==> src/rtl/div_unit.sv <==
// Iterative 32-bit restoring radix-2 divider for the execute stage.
// Fixed 33-cycle latency from request to div_complete; results held until accepted.
module div_unit #(
    parameter int XLEN = 32
) (
    input  logic            clk,
    input  logic            reset,
    input  logic            es_div_enable,
    input  logic            es_mul_div_sign,
    input  logic [XLEN-1:0] es_rj_value,
    input  logic [XLEN-1:0] es_rkd_value,
    input  logic            div_accept,
    input  logic            div_flush,
    output logic            div_complete,
    output logic [XLEN-1:0] div_quotient,
    output logic [XLEN-1:0] div_remainder,
    output logic            div_busy
);

    typedef enum logic [1:0] {
        IDLE = 2'd0,
        BUSY = 2'd1,
        DONE = 2'd2
    } state_t;

    state_t            r_state;
    logic [XLEN-1:0]   r_dvd;      // dividend magnitude, shifts out as quotient bits shift in
    logic [XLEN-1:0]   r_dsr;
    logic [XLEN-1:0]   r_rem;
    logic [4:0]        r_cnt;
    logic              r_sign_q;
    logic              r_sign_r;
    logic              r_dz;
    logic [XLEN-1:0]   r_rj_raw;
    logic              r_complete;
    logic [XLEN-1:0]   r_quot;
    logic [XLEN-1:0]   r_remout;

    // Operand magnitudes at capture time
    logic              w_a_neg;
    logic              w_b_neg;
    logic [XLEN-1:0]   w_a_abs;
    logic [XLEN-1:0]   w_b_abs;

    assign w_a_neg = es_mul_div_sign & es_rj_value[XLEN-1];
    assign w_b_neg = es_mul_div_sign & es_rkd_value[XLEN-1];
    assign w_a_abs = w_a_neg ? (~es_rj_value + 32'd1) : es_rj_value;
    assign w_b_abs = w_b_neg ? (~es_rkd_value + 32'd1) : es_rkd_value;

    // The remainder stays below the divisor, so the 33-bit partial remainder
    // only exists as the shifted value; one extra trial bit detects borrow.
    logic [XLEN:0]     w_shift;
    logic [XLEN+1:0]   w_trial;
    logic              w_qbit;
    logic [XLEN-1:0]   w_rem_nxt;
    logic [XLEN-1:0]   w_q_nxt;
    logic [XLEN-1:0]   w_q_res;
    logic [XLEN-1:0]   w_r_res;

    assign w_shift   = {r_rem, r_dvd[XLEN-1]};
    assign w_trial   = {1'b0, w_shift} - {2'b00, r_dsr};
    assign w_qbit    = ~w_trial[XLEN+1];
    assign w_rem_nxt = w_qbit ? w_trial[XLEN-1:0] : w_shift[XLEN-1:0];
    assign w_q_nxt   = {r_dvd[XLEN-2:0], w_qbit};
    assign w_q_res   = r_dz ? {XLEN{1'b1}} : (r_sign_q ? (~w_q_nxt + 32'd1) : w_q_nxt);
    assign w_r_res   = r_dz ? r_rj_raw : (r_sign_r ? (~w_rem_nxt + 32'd1) : w_rem_nxt);

    always_ff @(posedge clk) begin
        if (reset) begin
            r_state    <= IDLE;
            r_dvd      <= '0;
            r_dsr      <= '0;
            r_rem      <= '0;
            r_cnt      <= '0;
            r_sign_q   <= 1'b0;
            r_sign_r   <= 1'b0;
            r_dz       <= 1'b0;
            r_rj_raw   <= '0;
            r_complete <= 1'b0;
            r_quot     <= '0;
            r_remout   <= '0;
        end else begin
            case (r_state)
                IDLE: begin
                    if (es_div_enable && !div_flush) begin
                        r_state  <= BUSY;
                        r_dvd    <= w_a_abs;
                        r_dsr    <= w_b_abs;
                        r_rem    <= '0;
                        r_cnt    <= '0;
                        r_sign_q <= w_a_neg ^ w_b_neg;
                        r_sign_r <= w_a_neg;
                        r_dz     <= (es_rkd_value == '0);
                        r_rj_raw <= es_rj_value;
                    end
                end
                BUSY: begin
                    if (div_flush || !es_div_enable) begin
                        r_state    <= IDLE;
                        r_complete <= 1'b0;
                    end else begin
                        r_dvd <= w_q_nxt;
                        r_rem <= w_rem_nxt;
                        r_cnt <= r_cnt + 5'd1;
                        if (r_cnt == 5'd31) begin
                            r_state    <= DONE;
                            r_complete <= 1'b1;
                            r_quot     <= w_q_res;
                            r_remout   <= w_r_res;
                        end
                    end
                end
                DONE: begin
                    // Flush outranks accept; both simply return to IDLE.
                    if (div_flush || div_accept) begin
                        r_state    <= IDLE;
                        r_complete <= 1'b0;
                    end
                end
                default: begin
                    r_state    <= IDLE;
                    r_complete <= 1'b0;
                end
            endcase
        end
    end

    assign div_complete  = r_complete;
    assign div_quotient  = r_quot;
    assign div_remainder = r_remout;
    assign div_busy      = (r_state == BUSY);

endmodule

==> config.mk <==
export PLATFORM = sky130hd
export DESIGN_NAME = div_unit
export DESIGN_NICKNAME = d
export VERILOG_FILES = /design/src/rtl/div_unit.sv
export SDC_FILE = /design/constraint.sdc
export NUM_CORES = 1
export LEC_CHECK = 0
export BUFFER_PORTS_ARGS = -buffer_cell sky130_fd_sc_hd__buf_2
export CAP_MARGIN = 20
export CORE_UTILIZATION = 42
export CTS_CLUSTER_SIZE = 25
export DETAILED_ROUTE_END_ITERATION = 6
export GPL_TIMING_DRIVEN = 0
export PLACE_DENSITY = 0.64
export SYNTH_ARGS = -nofsm -noshare
export SYNTH_HDL_FRONTEND = slang
export SYNTH_SLANG_ARGS = --single-unit
export TNS_END_PERCENT = 50
==> constraint.sdc <==
create_clock -name clk -period 7.3 [get_ports clk]
set_input_delay 1.46 -clock clk [delete_from_list [all_inputs] [get_ports clk]]
set_output_delay 1.46 -clock clk [all_outputs]
set_load 0.01 [all_outputs]
==> reports/metrics.cfg <==
[finish]
diodes=0
layout_commonest_cell=nand2_1
drive_gt1_share_pct=11.6
final.fill_count=3163
regArea_sq_mm=0.00406
nets=1994
area_growth_pct=15.1
multi_input_area_sq_mm=0.00824
final_cell_mix=nand2_1, dfxtp_1, nor2_1

[synthesis]
syn_avg_cell_area_sq_um=7.57
synth_edf_count=0
yosysWarnings=0
yosysSeqAreaShare_pct=31.1
ys_ff_latch=203
syn_nets=1835
synth-main-ff-cell=dfxtp_1
synth_cell_types=88
async_flop_share_pct=0
syn_area_sq_mm=0.0131
syn_inst=1726

[detailed_routing]
detailroute.via_count=13900
ant_nets=0
wl_microns=49700
wl_per_cell_microns=21.6
drc=0
via_per_inst=6.04
first_pass_iters=5
drt_iter0_drc=1250

[sta]
hold_violations=0
min_period_ns=6.65
tightest_slew_ns=1.06
drv_slew=0
hold_slack_ns=0.460
min_period_over_period_pct=91.0
setup_viol=0
max_freq_ghz=0.150
relSlewSlack_pct=28.9
finalSetupTns_ns=0
grt_setup_unrepaired=false
skew_ns=0.0298

[setup_path]
cp_max_fo=19
cp.arrival_ns=7.04
reg2reg_slack_ns=0.65
critPathKind=reg2reg
r2r-start=r_rem[3]$_SDFFE_PP0P_
crit_path_end_kind=flop
crit_start=r_rem[3]$_SDFFE_PP0P_
startpoint_type=flop
required_ns=7.70

[floorplanning]
die_y_microns=178
row_count=64
num_io_pins=136
coreArea_sq_mm=0.0306
die_width_microns=178
dieArea_sq_mm=0.0318
initial_utilization_pct=42.7

[place]
dp_hpwl_microns=39400
routabilityCongestion=0.975
io_buffers=134

[power]
p_leak_nw=5.74
ir_drop_mv=0.173
power_density_mw_per_mm2=197

[cts]
cts_buffers=24
clkTransAtPathRegs_ns=0.06
clockRootBuffer=clkbuf_16
clk_path_buf_depth=3
clk_latency_ns=0.55
cts.sinks=203
cts_tree=done
cts_max_level=1
cts_hold_buf=0

[grt]
grt_pass1_wl_microns=74700
track_usage_pct=31.1
grt_pass1_vias=12600
grt_max_degree=13
globalRouteOverflowTotal=0
antenna_found_initial=0

[hold_path]
hold_start=r_rj_raw[12]$_SDFFE_PP0P_
hold_class=reg2reg

[run_status]
outcome=complete, no violations

[run]
max_cap_violations=0

area by class of cell:
cell class / count / area share, %
buffer: 116 / 2.98
multi-input combinational: 1325 / 54.8
inverter: 81 / 2.02
timing repair buffer: 134 / 4.46
sequential: 203 / 27.0
tap: 396 / 3.30
clock buffer: 33 / 4.42
clock inverter: 10 / 0.966
worst paths after layout:
| path | end | depth (start not counted) |
|---|---|---|
| worst min register to register | r_rj_raw[12]$_SDFFE_PP0P_ | 2 |
| worst max-delay path | div_remainder[26]$_SDFFE_PP0P_ | 20 |
| worst min-delay path | r_rj_raw[12]$_SDFFE_PP0P_ | 2 |
| worst max register to register | div_remainder[26]$_SDFFE_PP0P_ | 20 |
logic make-up after synthesis:
family / count (synthesis) / synth area share (%)
AND/OR/NAND/NOR: 616 / 21.6
AO/OA/AOI/OAI: 517 / 27.0
flip-flops: 203 / 31.1
buffers and inverters: 198 / 5.79
XOR/XNOR: 127 / 8.52
adder cells (fa/ha/maj): 39 / 3.79
multiplexers: 26 / 2.16
sequential cells by signal, summed over array words and instances, names as in the netlist, 2 cells and up:
name and cells:
r_state 2, div_quotient 32, r_dsr 32, r_dvd 32
div_remainder 32, r_rj_raw 32, r_cnt 5, r_rem 32
metal layers:
layer / wire (microns) / track usage [%]
met5: 0 / 0
met2: 20800 / 45.8
met1: 22500 / 45.5
met4: 1240 / 8.19
met3: 5260 / 6.33
Yosys cell counts (all sizes together), types with 14 or more instances:
master,number,area share [%]
xor2,50,3.4
nand3,22,0.84
a22oi,19,1.1
mux2i,18,1.4
o21ai,85,3.4
a31oi,14,0.72
nand2,215,6.2
ha,38,3.6
nor4,17,0.81
a221oi,31,2.3
nor3,38,1.5
a311oi,20,1.4
o31ai,23,1.3
a211oi,69,4.0
a21oi,159,6.1
xnor2,77,5.2
clkbuf,103,3.0
nor2,202,5.8
a21o,18,1.0
nand2b,17,0.81
inv,81,2.3
dfxtp,203,31
buf,14,0.50
or3,22,1.1
nand4,15,0.77
stage by stage:
step	instance area (sq um)	utilization [%]	setup slack, ns	total power, mW	std cells
final	15000	49.1	0.654	2.96	2298
after global routing	15000	49.1	0.411	3.06	2298
after CTS	15000	49.1	0.614	2.94	2299
after detailed placement	14200	46.5	0.685	1.72	2256
after global placement	14200	46.5	0.647	1.71	2256
after floorplan	13100	-	2.10	1.53	1726
power breakdown:
| part | internal, mW | switching (mW) | total [mW] |
|---|---|---|---|
| registers | 1.14 | 0.0262 | 1.17 |
| clock network | 0.744 | 0.505 | 1.25 |
| logic | 0.179 | 0.365 | 0.544 |
critical path, stage by stage (launching register included):
cell and delay, ns:
dfxtp_1 0.50, ha_1 0.36, a21o_1 0.26, a31oi_2 0.34, a21oi_2 0.14, o21a_1 0.25
o21ai_2 0.24, nand2_1 0.17, buf_2 0.26, buf_2 0.27, buf_2 0.32, o21ai_0 0.43
ha_1 0.36, nor3b_1 0.58, nand3_1 0.16, nor3_1 0.33, a21oi_1 0.11, nor4_1 0.82
nand2_1 0.20, a211oi_1 0.28, a211oi_1 0.10
repair_timing:
action,CTS,global route
buffers inserted,0,0
endpoints found under the setup margin,0,2
gates resized for setup,0,0
endpoints found under the hold margin,0,0
No activity file was read; power rests on OpenSTA's default activity.
